--- src/rtl/pipeline_hazard_controller_if.sv ---
// pipeline_hazard_controller_if: hazard inputs from the decode/execute/memory stages
// and the advance/hold/flush controls plus debug counters returned to the pipeline.
interface pipeline_hazard_controller_if #(
   parameter int CNT_WIDTH = 16
);
   logic [4:0] id_rs;
   logic [4:0] id_rt;
   logic id_uses_rt;
   logic id_jump;
   logic ex_mem_read;
   logic [4:0] ex_write_reg;
   logic ex_jr;
   logic mem_pcsrc;
   logic pc_write;
   logic if_id_write;
   logic if_id_flush;
   logic id_ex_bubble;
   logic ex_mem_flush;
   logic [CNT_WIDTH-1:0] stall_count;
   logic [CNT_WIDTH-1:0] flush_count;
   modport master (
      output id_rs, id_rt, id_uses_rt, id_jump, ex_mem_read, ex_write_reg, ex_jr, mem_pcsrc,
      input pc_write, if_id_write, if_id_flush, id_ex_bubble, ex_mem_flush, stall_count, flush_count
   );
   modport slave (
      input id_rs, id_rt, id_uses_rt, id_jump, ex_mem_read, ex_write_reg, ex_jr, mem_pcsrc,
      output pc_write, if_id_write, if_id_flush, id_ex_bubble, ex_mem_flush, stall_count, flush_count
   );
endinterface

--- src/rtl/pipeline_hazard_controller.sv ---
// pipeline_hazard_controller: decides PC / IF-ID advance, hold or flush and ID-EX / EX-MEM bubbles
// for load-use stalls, ID jumps, EX jr and MEM-resolved branches, with saturating debug counters.
module pipeline_hazard_controller #(
   parameter int LOAD_STALL_CYCLES = 1,
   parameter int CNT_WIDTH = 16
) (
   input logic clk,
   input logic reset,
   pipeline_hazard_controller_if.slave hz
);
   localparam logic [0:0] RUN = 1'b0, LSTALL = 1'b1;
   localparam logic [2:0] RELOAD = 3'(LOAD_STALL_CYCLES - 1);
   logic [0:0] state;
   logic [2:0] scnt;
   logic [CNT_WIDTH-1:0] stallCnt, flushCnt;
   logic loadUse, kill, stall, jump, redirect;
   always_comb begin
      loadUse = hz.ex_mem_read && hz.ex_write_reg != 5'd0 &&
                (hz.ex_write_reg == hz.id_rs || (hz.id_uses_rt && hz.ex_write_reg == hz.id_rt));
      kill = hz.mem_pcsrc || hz.ex_jr;
      stall = !kill && (loadUse || state == LSTALL);
      jump = !kill && !stall && hz.id_jump;
      redirect = kill || jump;
   end
   // reset forces every register to load a NOP and the PC to take its reset value
   assign hz.pc_write = reset || !stall;
   assign hz.if_id_write = reset || !stall;
   assign hz.if_id_flush = reset || redirect;
   assign hz.id_ex_bubble = reset || kill || stall;
   assign hz.ex_mem_flush = reset || hz.mem_pcsrc;
   assign hz.stall_count = stallCnt;
   assign hz.flush_count = flushCnt;
   always_ff @(posedge clk) begin
      if (reset) begin
         state <= RUN;
         scnt <= '0;
         stallCnt <= '0;
         flushCnt <= '0;
      end else begin
         if (kill) begin
            state <= RUN;
            scnt <= '0;
         end else if (state == LSTALL) begin
            state <= (scnt == 3'd1) ? RUN : LSTALL;
            scnt <= scnt - 3'd1;
         end else if (loadUse && LOAD_STALL_CYCLES > 1) begin
            state <= LSTALL;
            scnt <= RELOAD;
         end
         if (stall && stallCnt != '1) stallCnt <= stallCnt + CNT_WIDTH'(1);
         if (redirect && flushCnt != '1) flushCnt <= flushCnt + CNT_WIDTH'(1);
      end
   end
endmodule

--- src/flat_wrapper.sv ---
// flat-port wrapper written by rule: the top's interface ports become plain ports
module pipeline_hazard_controller_flat 
#(
   parameter int LOAD_STALL_CYCLES = 1,
   parameter int CNT_WIDTH = 16
)
  (clk, reset, hz_id_rs, hz_id_rt, hz_id_uses_rt, hz_id_jump, hz_ex_mem_read, hz_ex_write_reg, hz_ex_jr, hz_mem_pcsrc, hz_pc_write, hz_if_id_write, hz_if_id_flush, hz_id_ex_bubble, hz_ex_mem_flush, hz_stall_count, hz_flush_count);
  pipeline_hazard_controller_if #(.CNT_WIDTH(CNT_WIDTH)) hz_i ();
  input logic clk;
  input logic reset;
  input wire logic [$bits(hz_i.id_rs)-1:0] hz_id_rs;
  input wire logic [$bits(hz_i.id_rt)-1:0] hz_id_rt;
  input wire logic [$bits(hz_i.id_uses_rt)-1:0] hz_id_uses_rt;
  input wire logic [$bits(hz_i.id_jump)-1:0] hz_id_jump;
  input wire logic [$bits(hz_i.ex_mem_read)-1:0] hz_ex_mem_read;
  input wire logic [$bits(hz_i.ex_write_reg)-1:0] hz_ex_write_reg;
  input wire logic [$bits(hz_i.ex_jr)-1:0] hz_ex_jr;
  input wire logic [$bits(hz_i.mem_pcsrc)-1:0] hz_mem_pcsrc;
  output wire logic [$bits(hz_i.pc_write)-1:0] hz_pc_write;
  output wire logic [$bits(hz_i.if_id_write)-1:0] hz_if_id_write;
  output wire logic [$bits(hz_i.if_id_flush)-1:0] hz_if_id_flush;
  output wire logic [$bits(hz_i.id_ex_bubble)-1:0] hz_id_ex_bubble;
  output wire logic [$bits(hz_i.ex_mem_flush)-1:0] hz_ex_mem_flush;
  output wire logic [$bits(hz_i.stall_count)-1:0] hz_stall_count;
  output wire logic [$bits(hz_i.flush_count)-1:0] hz_flush_count;
  assign hz_i.id_rs = hz_id_rs;
  assign hz_i.id_rt = hz_id_rt;
  assign hz_i.id_uses_rt = hz_id_uses_rt;
  assign hz_i.id_jump = hz_id_jump;
  assign hz_i.ex_mem_read = hz_ex_mem_read;
  assign hz_i.ex_write_reg = hz_ex_write_reg;
  assign hz_i.ex_jr = hz_ex_jr;
  assign hz_i.mem_pcsrc = hz_mem_pcsrc;
  assign hz_pc_write = hz_i.pc_write;
  assign hz_if_id_write = hz_i.if_id_write;
  assign hz_if_id_flush = hz_i.if_id_flush;
  assign hz_id_ex_bubble = hz_i.id_ex_bubble;
  assign hz_ex_mem_flush = hz_i.ex_mem_flush;
  assign hz_stall_count = hz_i.stall_count;
  assign hz_flush_count = hz_i.flush_count;
  pipeline_hazard_controller #(.LOAD_STALL_CYCLES(LOAD_STALL_CYCLES), .CNT_WIDTH(CNT_WIDTH)) u_core (.clk(clk), .reset(reset), .hz(hz_i));
endmodule
--- config.mk ---
export PLATFORM = sky130hd
export DESIGN_NAME = pipeline_hazard_controller_flat
export DESIGN_NICKNAME = d
export VERILOG_FILES = /design/src/rtl/pipeline_hazard_controller_if.sv /design/src/rtl/pipeline_hazard_controller.sv /design/src/flat_wrapper.sv
export SDC_FILE = /design/constraint.sdc
export NUM_CORES = 1
export LEC_CHECK = 0
export CAP_MARGIN = 20
export CORE_ASPECT_RATIO = 1.5
export CORE_UTILIZATION = 48
export DETAILED_ROUTE_END_ITERATION = 8
export HOLD_SLACK_MARGIN = 0.15
export PLACE_DENSITY_LB_ADDON = 0.12
export SLEW_MARGIN = 20
export SYNTH_ARGS = -nofsm -noshare
export SYNTH_HDL_FRONTEND = slang
export SYNTH_SLANG_ARGS = --single-unit
--- constraint.sdc ---
create_clock -name clk -period 4.4 [get_ports clk]
set_clock_uncertainty 0.15 [all_clocks]
set_input_delay 0.88 -clock clk [delete_from_list [all_inputs] [get_ports clk]]
set_output_delay 0.88 -clock clk [all_outputs]
set_load 0.01 [all_outputs]
==> flow_summary_export.csv, run 1 <==
group,metric,value,unit
outcome,status,"finished, final reports clean",
worst_setup_path,timing.critical_path.buf_inv,2,
cells_and_area,fillers,360,
worst_hold_path,hold_path_depth,2,
detailed_routing,routed_wl,4560,um
detailed_routing,ant_nets,0,
worst_setup_path,r2r-end,"u_core.hz.stall_count[4]",
global_route,first_global_vias,1705,
logic_synthesis,avgSynthCellArea,8.28,um2
logic_synthesis,ys_top_cells_by_area,"dfxtp_1 36%, a21oi_1 6.5%, xnor2_1 5.7%",
detailed_routing,drt-vias-per-instance,5.78,
sta,slew_headroom,60.1,%
placed_design,post_dp_cell_area,2580,um2
clock_network,ctsLongestPathBuffers,2,
worst_hold_path,hold_end,"u_core.scnt[1]",
worst_setup_path,cp_common_cell,"clkdlybuf4s50_1",
floorplan,dieHeight,81.0,um
worst_setup_path,crit_arrival,3060,ps
clock_network,cts_resized,0,
cells_and_area,seq_area,721,um2
logic_synthesis,synth_most_common_cell,"dfxtp_1",
placed_design,numPortBuffers,58,
clock_network,cts_hold_buffers,0,
floorplan,io_pins,59,
worst_setup_path,critPathCaptureType,"output pin",
worst_setup_path,worstReg2RegStart,"u_core.hz.stall_count[0]",
detailed_routing,vias,1971,
worst_setup_path,crit_type,"in2out",
cells_and_area,antenna-diode-count,0,
global_route,gr-total-overflow,0,
worst_setup_path,r2r_slack,2110,ps
placed_design,dp_hpwl,3400,um
detailed_routing,routedWlPerCell,13.4,um
sta,fin_ws,310,ps
floorplan,fp.dieArea,4420,um2
cells_and_area,drive_gt1_share,5.74,%
worst_setup_path,reg2reg_depth,6,
sta,finalSetupViolCount,0,
sta,slew_violations,0,
worst_hold_path,worstHoldStart,"u_core.scnt[1]",
worst_hold_path,hold_path_class,"reg2reg",
clock_network,cts-root-buf,"clkbuf_8",
power_and_ir_drop,p_per_area,237,nW/um2
clock_network,cts_tree,"yes",
logic_synthesis,synthCells,241,
cells_and_area,synthToLayoutAreaGrowth,33.1,%
clock_network,cts_setup_buffers,0,
worst_setup_path,start_kind,"primary input",
cells_and_area,finalNetCount,322,
floorplan,placementRows,28,
logic_synthesis,synth.net_count,267,
cells_and_area,final_cell_area,2660,um2
placed_design,pre_cts_slack,304,ps
global_route,antenna_found_initial,0,
placed_design,gp_congestion,0.754,
sta,fin_crit,4090,ps
global_route,grt_usage,21.9,%
run,cap_violations,0,
detailed_routing,drcViolationCount,0,
logic_synthesis,syn_area,2000,um2
worst_setup_path,critPathMaxFanout,4,
worst_setup_path,critPathRequiredTime,3370,ps
logic_synthesis,synth.top_cell.area_share,36.1,%
sta,fmax,244,MHz
worst_setup_path,crit_path_cell_trace,"clkdlybuf4s50_1 -> or4_4 -> o21a_1 -> a21oi_2 -> nand2b_1 -> clkdlybuf4s50_1",
sta,tightest_slew,599,ps
power_and_ir_drop,ir_drop,0.214,mV
sta,final.period_utilization,93.0,%
sta,whs,334,ps
power_and_ir_drop,power.leakage,0.846,nW
clock_network,cts.htree.levels,2,
detailed_routing,drt_first_iter_violations,45,
logic_synthesis,synthArstFlopShare,0,%
logic_synthesis,synth_seq_area_share,36.1,%
sta,tns,0,ps
logic_synthesis,yosysUniqueCellTypes,44,
logic_synthesis,synthTopCellsByCount,"36 x dfxtp_1, 26 x a21oi_1, 17 x or3_1",
cells_and_area,multi_input_area,1180,um2
detailed_routing,drtPass1Iterations,4,
sta,rsz0062_at_grt,"false",
clock_network,cts_buffers,5,
sta,hold_viol_final,0,
worst_setup_path,slowest_stage,"or4_4",
logic_synthesis,yosys_most_used_dff,"dfxtp_1",
clock_network,clk_pin_slew_worst_paths,70,ps
logic_synthesis,synth_seq_cells,36,
worst_setup_path,slowest_delay,570,ps
floorplan,dieWidth,54.6,um
floorplan,core,3960,um2
logic_synthesis,synth_edf_count,0,
floorplan,initial_core_util,50.4,%
logic_synthesis,synth_top_cell_by_area,"dfxtp_1",
clock_network,insertion_delay,290,ps
global_route,grt_max_degree,40,
clock_network,cts.sinks,36,
logic_synthesis,ys.warnings.count,0,
global_route,grt_pass1_wl,7110,um
worst_setup_path,cp_top_family,"buffers and inverters",
cells by family after synthesis:
logic type / after synthesis / share of synthesized area [%]
AOI/OAI and AO/OA: 63 / 19.6
xor gates and xnor gates: 14 / 6.14
adders and majority gates: 4 / 2.51
buffers and inverters: 18 / 4.58
DFF: 36 / 36.1
muxes: 4 / 2.26
and+or+nand+nor: 102 / 28.8
stage by stage:
step	power (W)	utilization (%)	cells
final	0.000630	67.1	341
after global routing	0.000656	67.1	341
after CTS	0.000638	67.1	341
after detailed placement	0.000416	65.1	334
after global placement	0.000414	65.1	334
after floorplan	0.000377	-	241
cells in the final DEF (no fill, tap or decap), types with 2 or more instances in the layout:
master / n
buf_4: 2
nor2b_1: 6
ha_1: 4
inv_1: 6
nand4_1: 10
mux2_1: 4
clkdlybuf4s50_1: 58
or4_1: 6
dfxtp_1: 36
xnor2_1: 13
nand3_1: 14
o21ai_1: 9
nor2_1: 15
o21ai_0: 10
clkbuf_8: 5
nand2_1: 14
a211oi_1: 2
o31ai_1: 6
or3_1: 17
a21oi_1: 26
nor3_1: 3
and3_1: 5
and4_1: 3
registers in the layout (all words and copies together), names as in the netlist:
name	count
u_core.hz.flush_count	16
u_core.hz.stall_count	16
u_core.scnt	3
u_core.state	1
worst reg2reg max path, cell delays in order (launching register included):
cell,delay (ps)
dfxtp_1,380
ha_1,250
and4_4,220
a311oi_4,500
nand2_2,160
or4_1,410
a21oi_1,160
power by group:
group | leakage (nW) | switching (W) | internal, W
clock network | 0.0410 | 0.000114 | 0.000108
logic | 0.515 | 0.0000355 | 0.0000396
registers | 0.290 | 0.00000451 | 0.000329
layer usage:
layer,track usage (%),share of wire [%],up-vias
met1,22.2,41,923
met4,10.3,1.8,0
met3,5.62,3.7,7
met5,0,0,-
met2,39.4,53,38
li1,-,-,1003
how the worst max path moves through the flow:
stage | slack (ps) | cells after the start | end | startpoint
CTS | 290 | 6 | hz_if_id_write | hz_ex_write_reg[0]
floorplan | 940 | 7 | hz_pc_write | hz_ex_write_reg[0]
global placement | 330 | 6 | hz_pc_write | hz_ex_write_reg[0]
detailed placement | 300 | 6 | hz_if_id_write | hz_ex_write_reg[0]
finish | 310 | 6 | hz_if_id_write | hz_ex_write_reg[0]
global route | 240 | 6 | hz_if_id_write | hz_ex_write_reg[0]
cell type report:
| class | instances | share of cell area [%] |
|---|---|---|
| multi-input combinational | 187 | 44.6 |
| sequential | 36 | 27.1 |
| timing repair buffer | 60 | 22.4 |
| clock buffer | 6 | 2.73 |
| tap | 45 | 2.12 |
| inverter | 6 | 0.848 |
| clock inverter | 1 | 0.188 |
(Power assumes the default switching activity.)
==> run 2, diff against run 1 <==
--- a/config.mk
+++ b/config.mk
@@ -10,8 +10,8 @@
 export CORE_UTILIZATION = 48
 export DETAILED_ROUTE_END_ITERATION = 8
 export HOLD_SLACK_MARGIN = 0.15
-export PLACE_DENSITY_LB_ADDON = 0.12
-export SLEW_MARGIN = 20
+export PLACE_DENSITY = 0.87
+export SLEW_MARGIN = 0
 export SYNTH_ARGS = -nofsm -noshare
 export SYNTH_HDL_FRONTEND = slang
 export SYNTH_SLANG_ARGS = --single-unit
==> flow_summary_export.csv, run 2 (same netlist as run 1, synthesis figures left out) <==
group,metric,value,unit
outcome,status,"finished, final reports clean",
detailed_routing,vias,1974,
sta,final.period_utilization,91.6,%
floorplan,dieHeight,81.0,um
sta,fin_ws,369,ps
clock_network,cts.sinks,36,
worst_setup_path,r2r-end,"u_core.hz.stall_count[6]",
worst_setup_path,cp-endpoint,"hz_if_id_write",
placed_design,dp_hpwl,3480,um
sta,finalSetupViolCount,0,
floorplan,initial_core_util,50.4,%
placed_design,pre_cts_slack,374,ps
floorplan,placementRows,28,
sta,rsz0062_at_grt,"false",
global_route,grt_pass1_wl,7540,um
worst_setup_path,reg2reg_depth,6,
clock_network,cts-root-buf,"clkbuf_8",
power_and_ir_drop,ir_drop,0.250,mV
cells_and_area,finalNetCount,323,
sta,tns,0,ps
cells_and_area,multi_input_area,1180,um2
sta,slew_violations,0,
cells_and_area,drive_gt1_share,6.71,%
global_route,first_global_vias,1729,
worst_setup_path,critPathLaunch,"hz_ex_write_reg[0]",
worst_hold_path,hold_path_class,"reg2reg",
floorplan,io_pins,59,
cells_and_area,layout_common_cells,"58 x clkdlybuf4s50_1, 36 x dfxtp_1, 26 x a21oi_1",
worst_setup_path,crit_type,"in2out",
clock_network,insertion_delay,290,ps
detailed_routing,routedWlPerCell,14.0,um
placed_design,numPortBuffers,58,
cells_and_area,synthToLayoutAreaGrowth,35.2,%
worst_hold_path,worstHoldStart,"u_core.scnt[1]",
detailed_routing,drcViolationCount,0,
floorplan,dieWidth,54.6,um
run,cap_violations,0,
clock_network,clk_pin_slew_worst_paths,70,ps
sta,fin_crit,4030,ps
sta,slew_headroom,60.6,%
cells_and_area,seq_area,721,um2
cells_and_area,final_common_cell,"clkdlybuf4s50_1",
worst_setup_path,start_kind,"primary input",
sta,fmax,248,MHz
clock_network,cts_hold_buffers,0,
power_and_ir_drop,p_per_area,260,nW/um2
sta,whs,343,ps
clock_network,cts_buffers,5,
floorplan,core,3960,um2
power_and_ir_drop,total_power,0.000702,W
sta,tightest_slew,590,ps
worst_setup_path,critPathCaptureType,"output pin",
worst_setup_path,r2r_slack,2150,ps
detailed_routing,drt-vias-per-instance,5.76,
clock_network,cts.htree.levels,2,
detailed_routing,routed_wl,4790,um
worst_setup_path,crit_arrival,3000,ps
global_route,grt_usage,23.0,%
detailed_routing,ant_nets,0,
clock_network,ctsLongestPathBuffers,2,
global_route,antenna_found_initial,0,
power_and_ir_drop,power.leakage,0.864,nW
clock_network,cts_resized,0,
detailed_routing,drtPass1Iterations,4,
global_route,gr-total-overflow,0,
cells_and_area,antenna-diode-count,0,
global_route,grt_max_degree,30,
worst_setup_path,worstReg2RegStart,"u_core.hz.stall_count[0]",
worst_setup_path,critPathRequiredTime,3370,ps
detailed_routing,drt_first_iter_violations,71,
placed_design,gp_congestion,0.795,
clock_network,cts_setup_buffers,0,
floorplan,fp.dieArea,4420,um2
clock_network,cts_tree,"yes",
worst_setup_path,critPathMaxFanout,4,
cells_and_area,fillers,334,
sta,hold_viol_final,0,
[run 2: worst max-delay path: stages]
cell and delay (ps):
clkdlybuf4s50_1 470, or4_4 560, o21a_1 200, a21oi_2 200, nand2b_1 150, clkdlybuf4s50_1 530
[run 2: worst min-delay path by stage]
stage	to	slack, ps	cells past startpoint
final	u_core.scnt[1]	340	2
after global placement	u_core.scnt[1]	310	2
after global routing	u_core.hz.flush_count[15]	380	2
after floorplan	u_core.scnt[1]	310	2
after CTS	u_core.scnt[1]	340	2
after detailed placement	u_core.scnt[1]	330	2
[run 2: layer usage]
layer	vias to the layer above	track usage, %	share of wire (%)
met5	-	0	0
li1	1004	-	-
met2	50	40.1	54
met3	4	5.62	3.7
met1	916	24.9	42
met4	0	10.0	0.69
[run 2: metrics by stage]
| step | utilization (%) | cell area, um2 | cells |
|---|---|---|---|
| 5_1_grt | 68.1 | 2700 | 343 |
| 4_1_cts | 68.1 | 2700 | 343 |
| 6_report | 68.1 | 2700 | 343 |
| 3_5_place_dp | 65.3 | 2590 | 335 |
| 3_3_place_gp | 65.3 | 2590 | 335 |
| 2_1_floorplan | - | 2000 | 241 |
[run 2: layout make-up]
cell class | count | share of cell area (%)
sequential | 36 | 26.7
tap | 45 | 2.09
clock inverter | 3 | 1.58
inverter | 6 | 0.835
timing repair buffer | 61 | 22.4
clock buffer | 5 | 2.55
multi-input combinational | 187 | 43.9
[run 2: where the power goes]
group / leakage (nW) / switching, W / internal [W]
Clock: 0.0541 / 0.000125 / 0.000168
Sequential: 0.290 / 0.00000425 / 0.000329
Combinational: 0.519 / 0.0000365 / 0.0000401
Total: 0.864 / 0.000166 / 0.000536
==> run 3, diff against run 2 <==
--- a/config.mk
+++ b/config.mk
@@ -8,10 +8,13 @@
 export CAP_MARGIN = 20
 export CORE_ASPECT_RATIO = 1.5
 export CORE_UTILIZATION = 48
+export CTS_CLUSTER_DIAMETER = 40
 export DETAILED_ROUTE_END_ITERATION = 8
 export HOLD_SLACK_MARGIN = 0.15
+export MAX_ROUTING_LAYER = met4
 export PLACE_DENSITY = 0.87
 export SLEW_MARGIN = 0
 export SYNTH_ARGS = -nofsm -noshare
 export SYNTH_HDL_FRONTEND = slang
 export SYNTH_SLANG_ARGS = --single-unit
+export TNS_END_PERCENT = 10
==> flow_summary_export.csv, run 3 (same netlist as run 1, synthesis figures left out) <==
group,metric,value,unit
worst_setup_path,critPathMaxFanout,4,
detailed_routing,drcViolationCount,0,
floorplan,placementRows,28,
sta,tns,0,ps
clock_network,cts.sinks,36,
floorplan,dieHeight,81.0,um
floorplan,io_pins,59,
sta,rsz0062_at_grt,"false",
global_route,antenna_found_initial,0,
worst_setup_path,crit_type,"in2out",
detailed_routing,drt-vias-per-instance,5.90,
power_and_ir_drop,power.leakage,0.864,nW
placed_design,numPortBuffers,58,
clock_network,cts_buffers,5,
cells_and_area,synthToLayoutAreaGrowth,35.2,%
power_and_ir_drop,seqPwrFrac,47.3,%
worst_setup_path,critPathCaptureType,"output pin",
power_and_ir_drop,comb_power_share,10.9,%
cells_and_area,final_cell_area,2700,um2
sta,finalSetupViolCount,0,
power_and_ir_drop,power_frac_clock,41.8,%
detailed_routing,routed_wl,4840,um
global_route,first_global_vias,1732,
cells_and_area,seq_area,721,um2
cells_and_area,layout_common_cells,"58 x clkdlybuf4s50_1, 36 x dfxtp_1, 26 x a21oi_1",
worst_hold_path,hold_path_depth,2,
floorplan,dieWidth,54.6,um
power_and_ir_drop,p_sw,0.000168,W
placed_design,placedCellCount,335,
global_route,gr-total-overflow,0,
placed_design,gp_congestion,0.806,
sta,slew_violations,0,
placed_design,pre_cts_slack,374,ps
detailed_routing,ant_nets,0,
cells_and_area,fillers,334,
power_and_ir_drop,ir_drop,0.250,mV
cells_and_area,final_common_cell,"clkdlybuf4s50_1",
cells_and_area,finish.utilization,68.1,%
detailed_routing,drtPass1Iterations,4,
worst_setup_path,critPathRequiredTime,3370,ps
clock_network,ctsLongestPathBuffers,2,
cells_and_area,finalNetCount,323,
placed_design,dp_hpwl,3480,um
clock_network,cts_tree,"yes",
detailed_routing,dr_wl_met3,199,um
worst_setup_path,crit_arrival,3000,ps
cells_and_area,antenna-diode-count,0,
worst_hold_path,hold_path_class,"reg2reg",
detailed_routing,top_layer_used,"met4",
clock_network,cts_resized,0,
clock_network,cts_hold_buffers,0,
clock_network,clk_pin_slew_worst_paths,70,ps
detailed_routing,routed-wl-met2,2560,um
clock_network,cts.htree.levels,2,
power_and_ir_drop,p_sw_share,23.8,%
global_route,grt_usage,23.6,%
sta,slew_headroom,60.5,%
floorplan,fp.dieArea,4420,um2
worst_setup_path,r2r_slack,2140,ps
cells_and_area,multi_input_area,1180,um2
detailed_routing,routedWlPerCell,14.1,um
outcome,status,"finished, final reports clean",
sta,tightest_slew,592,ps
clock_network,cts_setup_buffers,0,
global_route,grt_max_degree,30,
global_route,grt_pass1_wl,7530,um
sta,fin_ws,368,ps
sta,fin_crit,4030,ps
floorplan,core,3960,um2
clock_network,cts-root-buf,"clkbuf_8",
sta,hold_viol_final,0,
floorplan,initial_core_util,50.4,%
cells_and_area,layoutNonFillerInstCount,343,
worst_setup_path,start_kind,"primary input",
placed_design,post_dp_cell_area,2590,um2
power_and_ir_drop,p_per_area,261,nW/um2
detailed_routing,met1_length,2010,um
detailed_routing,vias,2022,
worst_setup_path,reg2reg_depth,6,
detailed_routing,drt_first_iter_violations,67,
sta,fmax,248,MHz
cells_and_area,drive_gt1_share,6.71,%
clock_network,insertion_delay,290,ps
power_and_ir_drop,power.internal,0.000536,W
sta,final.period_utilization,91.6,%
run,cap_violations,0,
run 3: through the flow:
step	hold slack, ps	power, W
2_1_floorplan	306	0.000377
3_3_place_gp	314	0.000415
3_5_place_dp	328	0.000417
4_1_cts	342	0.000709
5_1_grt	377	0.000731
6_report	339	0.000704
run 3: worst max-delay path, cell delays in order:
cell and delay, ps:
clkdlybuf4s50_1 470, or4_4 560, o21a_1 200, a21oi_2 200
nand2b_1 150, clkdlybuf4s50_1 530
run 3: area by class of cell:
class | instances | share of cell area, %
Tap cell | 45 | 2.09
Sequential cell | 36 | 26.7
Timing Repair Buffer | 61 | 22.4
Inverter | 6 | 0.835
Multi-Input combinational cell | 187 | 43.9
Clock buffer | 5 | 2.55
Clock inverter | 3 | 1.58
run 3: final timing paths:
kind                       startpoint                  endpoint
min                    u_core.scnt[1]            u_core.scnt[1]
max reg2reg  u_core.hz.stall_count[0]  u_core.hz.stall_count[6]
min reg2reg            u_core.scnt[1]            u_core.scnt[1]
max                hz_ex_write_reg[0]            hz_if_id_write
run 3: layer usage:
metal / up-vias / GRT usage (%)
li1: 1009 / -
met1: 949 / 24.6
met2: 57 / 40.4
met3: 7 / 5.62
met4: 0 / 10.0
met5: - / -
run 3: power groups by stage:
stage          Combinational (W)  Clock, W  Sequential (W)
2_1_floorplan          0.0000357         0        0.000341
3_3_place_gp           0.0000742         0        0.000340
3_5_place_dp           0.0000766         0        0.000341
4_1_cts                0.0000768  0.000300        0.000333
5_1_grt                0.0000833  0.000314        0.000333
6_report               0.0000765  0.000294        0.000333
